<file path="src/rtl/pipeline_pkg.sv">
// Shared RV32I decode constants, pipeline mux encodings and field helpers.
package pipeline_pkg;

  localparam logic [6:0] OpcLui    = 7'b0110111;
  localparam logic [6:0] OpcAuipc  = 7'b0010111;
  localparam logic [6:0] OpcJal    = 7'b1101111;
  localparam logic [6:0] OpcJalr   = 7'b1100111;
  localparam logic [6:0] OpcBranch = 7'b1100011;
  localparam logic [6:0] OpcLoad   = 7'b0000011;
  localparam logic [6:0] OpcStore  = 7'b0100011;
  localparam logic [6:0] OpcOpImm  = 7'b0010011;
  localparam logic [6:0] OpcOp     = 7'b0110011;

  localparam logic [31:0] NopInstr = 32'h0000_0013;

  // select_pc
  localparam logic [1:0] PcHold   = 2'd0;
  localparam logic [1:0] PcPlus4  = 2'd1;
  localparam logic [1:0] PcBranch = 2'd2;
  localparam logic [1:0] PcJalr   = 2'd3;
  // select_ir2/3/4
  localparam logic [1:0] IrPass = 2'd0;
  localparam logic [1:0] IrHold = 2'd1;
  localparam logic [1:0] IrNop  = 2'd2;
  // select_pc2/3
  localparam logic PcxPass = 1'b0;
  localparam logic PcxHold = 1'b1;
  // select_x3/y3/md3
  localparam logic [1:0] RegRf   = 2'd0;
  localparam logic [1:0] RegZ5   = 2'd1;
  localparam logic [1:0] RegHold = 2'd2;
  // select_operand1/2, select_md4
  localparam logic [1:0] FwdNone = 2'd0;
  localparam logic [1:0] FwdZ4   = 2'd1;
  localparam logic [1:0] FwdZ5   = 2'd2;
  // select_z5
  localparam logic [1:0] Z5Alu  = 2'd0;
  localparam logic [1:0] Z5Read = 2'd1;
  localparam logic [1:0] Z5Link = 2'd2;
  localparam logic [1:0] Z5Hold = 2'd3;
  // select_datawrite, select_ir5
  localparam logic DwMd4   = 1'b0;
  localparam logic DwZ5    = 1'b1;
  localparam logic Ir5Pass = 1'b0;
  localparam logic Ir5Nop  = 1'b1;

  function automatic logic [6:0] opc(input logic [31:0] ir);
    return ir[6:0];
  endfunction

  function automatic logic [4:0] rd_of(input logic [31:0] ir);
    return ir[11:7];
  endfunction

  function automatic logic [4:0] rs1_of(input logic [31:0] ir);
    return ir[19:15];
  endfunction

  function automatic logic [4:0] rs2_of(input logic [31:0] ir);
    return ir[24:20];
  endfunction

  function automatic logic writes_rd(input logic [31:0] ir);
    logic [6:0] o;
    o = ir[6:0];
    return (o == OpcLui || o == OpcAuipc || o == OpcJal || o == OpcJalr ||
            o == OpcLoad || o == OpcOpImm || o == OpcOp) && (ir[11:7] != 5'd0);
  endfunction

  // rs1 field is meaningless for U-type and JAL, so they never cause a load-use stall.
  function automatic logic uses_rs1(input logic [31:0] ir);
    logic [6:0] o;
    o = ir[6:0];
    return !(o == OpcLui || o == OpcAuipc || o == OpcJal);
  endfunction

  function automatic logic uses_rs2(input logic [31:0] ir);
    logic [6:0] o;
    o = ir[6:0];
    return o == OpcOp || o == OpcStore || o == OpcBranch;
  endfunction

endpackage

</file>
<file path="src/rtl/control_hazard_fwd_unit.sv">
// Register-number comparisons: forwarding selects and load-use detection.
module hazard_fwd_unit
  import pipeline_pkg::*;
(
  input  logic [31:0] ir2,
  input  logic [31:0] ir3,
  input  logic [31:0] ir4,
  input  logic [31:0] ir5,
  input  logic [1:0]  dummy_unused_tie,
  output logic [1:0]  fwd_operand1,
  output logic [1:0]  fwd_operand2,
  output logic [1:0]  fwd_md4,
  output logic [1:0]  fwd_x3,
  output logic [1:0]  fwd_y3,
  output logic [1:0]  fwd_md3,
  output logic        fwd_datawrite,
  output logic        load_use
);

  // Loads in ir4 have no result yet, so only ALU-type producers forward from z4.
  function automatic logic [1:0] fwd_sel(input logic [31:0] p4, input logic [31:0] p5,
                                         input logic [4:0] rs);
    if (writes_rd(p4) && rd_of(p4) == rs && opc(p4) != OpcLoad) return FwdZ4;
    else if (writes_rd(p5) && rd_of(p5) == rs)                   return FwdZ5;
    else                                                          return FwdNone;
  endfunction

  logic unused_bits;
  assign unused_bits = ^{ir2[31:25], ir2[14:12], ir3[31:25], ir3[14:12],
                         ir4[31:25], ir4[14:12], ir5[31:25], ir5[14:12], dummy_unused_tie};

  // Forwarding selects and load-use hazard detection.
  always_comb begin
    fwd_operand1  = fwd_sel(ir4, ir5, rs1_of(ir3));
    fwd_operand2  = uses_rs2(ir3) ? fwd_sel(ir4, ir5, rs2_of(ir3)) : FwdNone;
    fwd_md4       = (opc(ir3) == OpcStore) ? fwd_sel(ir4, ir5, rs2_of(ir3)) : FwdNone;
    fwd_x3        = (writes_rd(ir5) && rd_of(ir5) == rs1_of(ir2)) ? RegZ5 : RegRf;
    fwd_y3        = (writes_rd(ir5) && uses_rs2(ir2) && rd_of(ir5) == rs2_of(ir2)) ?
                    RegZ5 : RegRf;
    fwd_md3       = fwd_y3;
    fwd_datawrite = (opc(ir4) == OpcStore) && writes_rd(ir5) && (rd_of(ir5) == rs2_of(ir4));
    load_use      = (opc(ir3) == OpcLoad) && (rd_of(ir3) != 5'd0) &&
                    ((uses_rs1(ir2) && rs1_of(ir2) == rd_of(ir3)) ||
                     (uses_rs2(ir2) && rs2_of(ir2) == rd_of(ir3)));
  end

endmodule

</file>
<file path="src/rtl/control.sv">
// Five-stage pipeline controller: stall, flush, freeze and forwarding selects.
module control
  import pipeline_pkg::*;
(
  input  logic        clk,
  input  logic        reset,
  input  logic [31:0] ir2_output,
  input  logic [31:0] ir3_output,
  input  logic [31:0] ir4_output,
  input  logic [31:0] ir5_output,
  input  logic [31:0] ir4_input,
  input  logic        branch_control_output,
  input  logic        backpressureslave,
  input  logic        a_ready,
  output logic [1:0]  select_pc,
  output logic [1:0]  select_ir2,
  output logic [1:0]  select_ir3,
  output logic [1:0]  select_ir4,
  output logic        select_pc2,
  output logic        select_pc3,
  output logic [1:0]  select_x3,
  output logic [1:0]  select_y3,
  output logic [1:0]  select_md3,
  output logic [1:0]  select_operand1,
  output logic [1:0]  select_operand2,
  output logic [1:0]  select_md4,
  output logic [1:0]  select_z5,
  output logic        select_datawrite,
  output logic        select_ir5,
  output logic        reg_write_enable,
  output logic        data_write_signal
);

  logic       flush_q, flush_d;
  logic [1:0] fwd_operand1, fwd_operand2, fwd_md4, fwd_x3, fwd_y3, fwd_md3;
  logic       fwd_datawrite, load_use;
  logic       freeze, redirect, ir4_store;
  logic [1:0] z5_dec;
  logic       unused_ir4_input;

  assign unused_ir4_input = ^ir4_input[31:7];

  hazard_fwd_unit u_hazard_fwd_unit (
    .ir2              (ir2_output),
    .ir3              (ir3_output),
    .ir4              (ir4_output),
    .ir5              (ir5_output),
    .dummy_unused_tie (2'b00),
    .fwd_operand1     (fwd_operand1),
    .fwd_operand2     (fwd_operand2),
    .fwd_md4          (fwd_md4),
    .fwd_x3           (fwd_x3),
    .fwd_y3           (fwd_y3),
    .fwd_md3          (fwd_md3),
    .fwd_datawrite    (fwd_datawrite),
    .load_use         (load_use)
  );

  // Hazard classification and writeback-source decode from ir4.
  always_comb begin
    ir4_store = opc(ir4_output) == OpcStore;
    freeze    = backpressureslave ||
                ((opc(ir4_input) == OpcLoad || opc(ir4_input) == OpcStore) && !a_ready);
    redirect  = branch_control_output || (opc(ir4_output) == OpcJalr);
    if (opc(ir4_output) == OpcLoad)                                    z5_dec = Z5Read;
    else if (opc(ir4_output) == OpcJal || opc(ir4_output) == OpcJalr)  z5_dec = Z5Link;
    else                                                               z5_dec = Z5Alu;
  end

  // Priority: reset > freeze > redirect > load-use > normal.
  always_comb begin
    select_pc         = PcPlus4;
    select_ir2        = IrPass;
    select_ir3        = IrPass;
    select_ir4        = IrPass;
    select_pc2        = PcxPass;
    select_pc3        = PcxPass;
    select_x3         = fwd_x3;
    select_y3         = fwd_y3;
    select_md3        = fwd_md3;
    select_operand1   = fwd_operand1;
    select_operand2   = fwd_operand2;
    select_md4        = fwd_md4;
    select_z5         = z5_dec;
    select_datawrite  = fwd_datawrite ? DwZ5 : DwMd4;
    select_ir5        = Ir5Pass;
    reg_write_enable  = writes_rd(ir5_output);
    data_write_signal = ir4_store;
    flush_d           = 1'b0;
    if (reset) begin
      select_pc         = PcHold;
      select_ir2        = IrNop;
      select_ir3        = IrNop;
      select_ir4        = IrNop;
      select_ir5        = Ir5Nop;
      reg_write_enable  = 1'b0;
      data_write_signal = 1'b0;
    end else if (freeze) begin
      select_pc         = PcHold;
      select_ir2        = IrHold;
      select_ir3        = IrHold;
      select_ir4        = IrHold;
      select_pc2        = PcxHold;
      select_pc3        = PcxHold;
      select_x3         = RegHold;
      select_y3         = RegHold;
      select_md3        = RegHold;
      select_z5         = Z5Hold;
      select_ir5        = Ir5Nop;
      data_write_signal = 1'b0;
      flush_d           = flush_q;
    end else if (redirect) begin
      select_pc  = branch_control_output ? PcBranch : PcJalr;
      select_ir2 = IrNop;
      select_ir3 = IrNop;
      select_ir4 = IrNop;
      flush_d    = 1'b1;
    end else begin
      if (load_use) begin
        select_pc  = PcHold;
        select_pc2 = PcxHold;
        select_ir2 = IrHold;
        select_ir3 = IrNop;
        select_x3  = RegHold;
        select_y3  = RegHold;
        select_md3 = RegHold;
      end
      // The instruction fetched in the redirect cycle is on the wrong path.
      if (flush_q) select_ir2 = IrNop;
    end
  end

  // Flush-pending flag, the only state in the controller.
  always_ff @(posedge clk) begin
    if (reset) flush_q <= 1'b0;
    else       flush_q <= flush_d;
  end

endmodule

</file>
<file path="config.mk">
export PLATFORM = sky130hd
export DESIGN_NAME = control
export DESIGN_NICKNAME = d
export VERILOG_FILES = /design/src/rtl/pipeline_pkg.sv /design/src/rtl/control_hazard_fwd_unit.sv /design/src/rtl/control.sv
export SDC_FILE = /design/constraint.sdc
export NUM_CORES = 1
export LEC_CHECK = 0
export CORE_AREA = 2 2 75 77
export DETAILED_ROUTE_END_ITERATION = 8
export DIE_AREA = 0 0 77 79
export PLACE_DENSITY_LB_ADDON = 0.12
export SYNTH_ARGS = -nofsm -noshare
export SYNTH_HDL_FRONTEND = slang
export SYNTH_SLANG_ARGS = --single-unit
</file>
<file path="constraint.sdc">
create_clock -name clk -period 4.1 [get_ports clk]
set_clock_uncertainty 0.05 [all_clocks]
set_input_delay 0.615 -clock clk [delete_from_list [all_inputs] [get_ports clk]]
set_output_delay 0.615 -clock clk [all_outputs]
set_load 0.1 [all_outputs]
</file>
**After elaboration in Yosys (flattened, before gate mapping)**

Index checks and enable logic that the tools add are counted.

- Register bits after elaboration: 1
- Output and inout port bits: 28

- Reductions and logical operators: 46
- Equal/unequal tests: 37
- Mux-type cells: 49

Operators by type and width:

| kind | count |
|---|---|
| 7-bit by 6-bit equality test with 1-bit output (second input constant) | 11 |
| 2-bit two-way mux | 32 |
| 7-bit equality test (second input constant) | 7 |
| 5-bit equality test | 9 |
| 7-bit by 5-bit equality test with 1-bit output (second input constant) | 5 |
| 7-bit by 2-bit equality test with 1-bit output (second input constant) | 4 |
| 1-bit logical OR | 23 |
| 1-bit logical AND | 18 |
| 1-bit two-way mux | 17 |
| 5-bit nonzero test | 3 |
| 7-bit by 2-bit != test with 1-bit output (second input constant) | 1 |
| 1-bit zero test | 2 |

**Longest topological paths before layout**

Gate-level depths: netlist of run 1.

- Depth in word-level cells: 15
- Mapped depth: 6
- Mapped depth without buffers: 5

**By module**

A second synthesis of run 1 with hierarchy kept.

- Cell total of the unflattened synthesis: 162
- Area, all modules: 1212.4 um^2

By module, submodules not included:

| module | instances | cells an instance | area an instance (um^2) | sequential area each (um^2) |
|---|---|---|---|---|
| hazard_fwd_unit | 1 | 114 | 849.6 | 0.0 |
| control | 1 | 48 | 362.8 | 20.0 |

**Least setup slack after synthesis of run 1**

Ideal clock, no wire load.

- Path type: input to output
- Start: in ir4_output[4]
- End: out select_operand1[1]
- Path buffers: 0
- Stages: 5
- Slack: -2486 ps
- Data required time: 3435 ps
- Data arrival time: 5921 ps
- Path through: and4b_1 -> nand3_1 -> o2bb2ai_1 -> nor4_1 -> nor3_1

- Cells in the longest elaborated chain, start to end: 11
- Elaborated cells on any way between the ends: 18
- Classes of those cells: 8 x eq/ne; 1 x mux; 9 x reduce/logical

RTL lines:

| what | RTL line | text |
|---|---|---|
| start: declaration | control.sv:9 | `input logic [31:0] ir4_output,` |
| 7-bit by 6-bit equality test with 1-bit output / 7-bit by 5-bit equality test with 1-bit output (equally long branches) | pipeline_pkg.sv:66 | `return (o == OpcLui \|\| o == OpcAuipc \|\| o == OpcJal \|\| o == OpcJalr \|\|` |
| 1-bit logical OR (4 in series) | pipeline_pkg.sv:66 |  |
| 1-bit logical OR (2 in series) | pipeline_pkg.sv:67 | `o == OpcLoad \|\| o == OpcOpImm \|\| o == OpcOp) && (ir[11:7] != 5'd0);` |
| 1-bit logical AND | pipeline_pkg.sv:67 |  |
| 1-bit logical AND | control_hazard_fwd_unit.sv:23 | `if (writes_rd(p4) && rd_of(p4) == rs && opc(p4) != OpcLoad) return FwdZ4;` |
| 1-bit logical AND (*) | control_hazard_fwd_unit.sv:23 |  |
| 2-bit two-way mux (*) | control_hazard_fwd_unit.sv:23 |  |
| end: declaration | control.sv:24 | `output logic [1:0] select_operand1,` |

Mark *: on every way between the ends. The rest lies on a longest branch, timed or not.

**Worst setup path after layout of run 1**

- Start: in ir3_output[7]
- End: out select_md3[0]

- Cells in the longest elaborated chain, start to end: 8
- Elaborated cells on any way between the ends: 12
- Classes of those cells: 2 x eq/ne; 4 x mux; 6 x reduce/logical

RTL lines:

| what | RTL line | text |
|---|---|---|
| start: declaration | control.sv:8 | `input logic [31:0] ir3_output,` |
| 5-bit equality test, on equally long branches | control_hazard_fwd_unit.sv:43, control_hazard_fwd_unit.sv:44 |  |
| 1-bit logical AND, on equally long branches | control_hazard_fwd_unit.sv:43, control_hazard_fwd_unit.sv:44 |  |
| 1-bit logical OR | control_hazard_fwd_unit.sv:43 | `((uses_rs1(ir2) && rs1_of(ir2) == rd_of(ir3)) \|\|` |
| 1-bit logical AND (*) | control_hazard_fwd_unit.sv:42 | `load_use = (opc(ir3) == OpcLoad) && (rd_of(ir3) != 5'd0) &&` |
| 2-bit two-way mux (*) | control.sv:119 | `if (load_use) begin` |
| 2-bit two-way mux (*) | control.sv:112 | `end else if (redirect) begin` |
| 2-bit two-way mux (*) | control.sv:98 | `end else if (freeze) begin` |
| 2-bit two-way mux (*) | control.sv:90 | `if (reset) begin` |
| end: declaration | control.sv:23 | `output logic [1:0] select_md3,` |

Marks and branches as above.

==> flow_summary.toml, run 1 <==
[grt]
grt_overflow = 0
grt_max_degree = 8
grt_pass1_wl_um = 6730
grtUsageTotal_pct = 13.3
grt_pass1_vias = 1428
grt_antenna_before_repair = 0

[route]
dr.pass1.iters = 4
ant_nets = 0
avgViaCountPerCell = 4.45
wl_per_cell_um = 13.0
num_vias = 1401
wirelength_um = 4090
first_iter_violations = 16
drc = 0

[status]
status = "completed"

[setup_path]
r2r-start = "flush_q"
path_class = "primary input to output port"
path_depth = 7
reg2reg_to = "flush_q"
path_cells = "clkdlybuf4s50_1, or4_4, o211ai_2, nor4_1, or3_4, a211oi_4, buf_12"
r2r_slack_ns = 3.48
startpoint_type = "primary input"
required_ns = 3.43
cp.arrival_ns = 2.93
reg2regPathDepth = 2
slowest_delay_ns = 0.57
worstPathMaxFanout = 5
crit_family = "simple AND/OR/NAND/NOR gates"
setup.worst_path.end_class = "output port"
crit_slowest_cell = "or4_4"
startpoint = "ir3_output[7]"
cp.buffers_inverters = 2

[die]
core-area_um2 = 5340
initial_core_util_pct = 18.8
fp.dieArea_um2 = 6080
die_h_um = 79
ios = 193
rows = 27
die_x_um = 77

[logic_synthesis]
yosys_register_bits = 1
async_reset_ff_share_pct = 0
synth-edff-count = 0
syn_inst = 143
ys_warn_count = 0
avgSynthCellArea_um2 = 7.03
synth-main-ff-cell = "dfxtp_1"
synth_fp_nets = 308
seq_area_frac_synth_pct = 1.99
yosys.cell_types.count = 37
synthesis.area_um2 = 1000

[sta]
rsz0062_at_grt = "false"
min_period_ns = 3.60
clock.fmax_mhz = 278
hold_viol = 0
min_period_over_period_pct = 87.7
maxSlewHeadroom_pct = 64.0
worst_pin_slew_ns = 0.535
fin_setup_tns_ns = 0
slew_violations = 0
setup_viol = 0

[worst_hold_path]
holdPathEnd = "flush_q"
hold_class = "flop to flop"
holdPathStages = 2
hp-start = "flush_q"

[finish]
n_fill_cell = 570
reg_top3 = "flush_q (1)"
final_core_util_pct = 42.0
drive_gt1_share_pct = 17.3
fin_nets = 410
multi_input_area_um2 = 915
final_cell_mix = "clkdlybuf4s50_1 (78), xnor2_1 (27), buf_4 (19)"
top_register = "flush_q"
area_growth_pct = 123
final_common_cell = "clkdlybuf4s50_1"
antenna_cells = 0
largest_reg_flops = 1
seq_area_um2 = 20.0

[cts]
clk_latency_ns = 0
ctsResizeCount = 0
postCtsHoldBufs = 0
postCtsSetupRepairBufs = 0
cts.clk_slew.worst_paths_ns = 0

[power]
powerDensity_nw_per_um2 = 120
peakVddDrop_v = 0.0000549
leakagePower_nw = 0.815

[flow_run]
drv_cap = 0

[place]
dp_hpwl_um = 3750
gp_congestion = 0.803
io_buffers = 106
[report_power, final]
| part | leakage [nW] | switching (mW) | internal, mW |
|---|---|---|---|
| sequential | 0.00825 | 0.000258 | 0.0105 |
| clock | 0 | 0 | 0 |
| combinational | 0.806 | 0.135 | 0.125 |
| total | 0.815 | 0.135 | 0.135 |
[worst min-delay path, cell delays in order (launching register included)]
cell and delay [ns]:
dfxtp_1 0.29, nand2_1 0.06, a21oi_1 0.06
[synth_stat cells, types with 2 or more instances]
| master | number | area (µm²) |
|---|---|---|
| or4_1 | 4 | 30.0 |
| nand3_1 | 11 | 55.1 |
| nor4_1 | 8 | 50.1 |
| buf_4 | 6 | 45.0 |
| nor2_1 | 10 | 37.5 |
| nand2_1 | 9 | 33.8 |
| nor3_1 | 7 | 35.0 |
| a21oi_1 | 2 | 10.0 |
| a211oi_2 | 2 | 25.0 |
| buf_2 | 4 | 20.0 |
| o21ai_0 | 3 | 15.0 |
| inv_1 | 4 | 15.0 |
| nand4_1 | 2 | 12.5 |
| a41oi_1 | 2 | 17.5 |
| xor2_1 | 18 | 158 |
| nand2b_1 | 2 | 12.5 |
| xnor2_1 | 27 | 236 |
| a21o_1 | 3 | 22.5 |
[per-stage QoR]
step           area, µm²  std cells  power [mW]  setup slack (ns)  hold slack (ns)
2_1_floorplan       1020        143       0.147            -0.956            0.381
4_1_cts             2240        315       0.272             0.482            0.408
6_report            2240        315       0.270             0.504            0.414
3_3_place_gp        2240        315       0.271             0.498            0.398
3_5_place_dp        2240        315       0.272             0.481            0.414
5_1_grt             2240        315       0.288             0.370            0.439
[metal layers]
layer	up-vias	GRT usage (%)	share of wire, %
li1	709	-	-
met1	613	18.0	45
met2	79	23.1	45
met3	0	2.95	10
met4	0	0	0
met5	-	0	0
[logic make-up (layout without fill, tap and decap cells)]
group,count (synthesis),after routing,synth area share (%)
compound gates,17,17,14.1
xor+xnor,45,45,39.2
buf+inv,15,115,8.34
flops,1,1,1.99
simple gates,65,65,36.4
[worst max path at each step]
| stage | to |
|---|---|
| 6_report | select_md3[0] |
| 3_5_place_dp | select_md3[0] |
| 3_3_place_gp | select_md3[0] |
| 5_1_grt | select_md3[1] |
| 2_1_floorplan | select_md4[1] |
| 4_1_cts | select_md3[0] |
[cell type report]
| type | instances | share of cell area (%) |
|---|---|---|
| Inverter | 4 | 0.669 |
| Multi-Input combinational cell | 127 | 40.8 |
| Sequential cell | 1 | 0.892 |
| Tap cell | 72 | 4.02 |
| Timing Repair Buffer | 111 | 53.7 |
Note: power is estimated with default switching activity, not from simulation.
==> inputs of run 2 (changes only) <==
Settings changed: SKIP_CTS_REPAIR_TIMING from default to 1.
==> results of run 2 <==
Same layout as run 1: the final DEF is identical, and so are final timing and power.
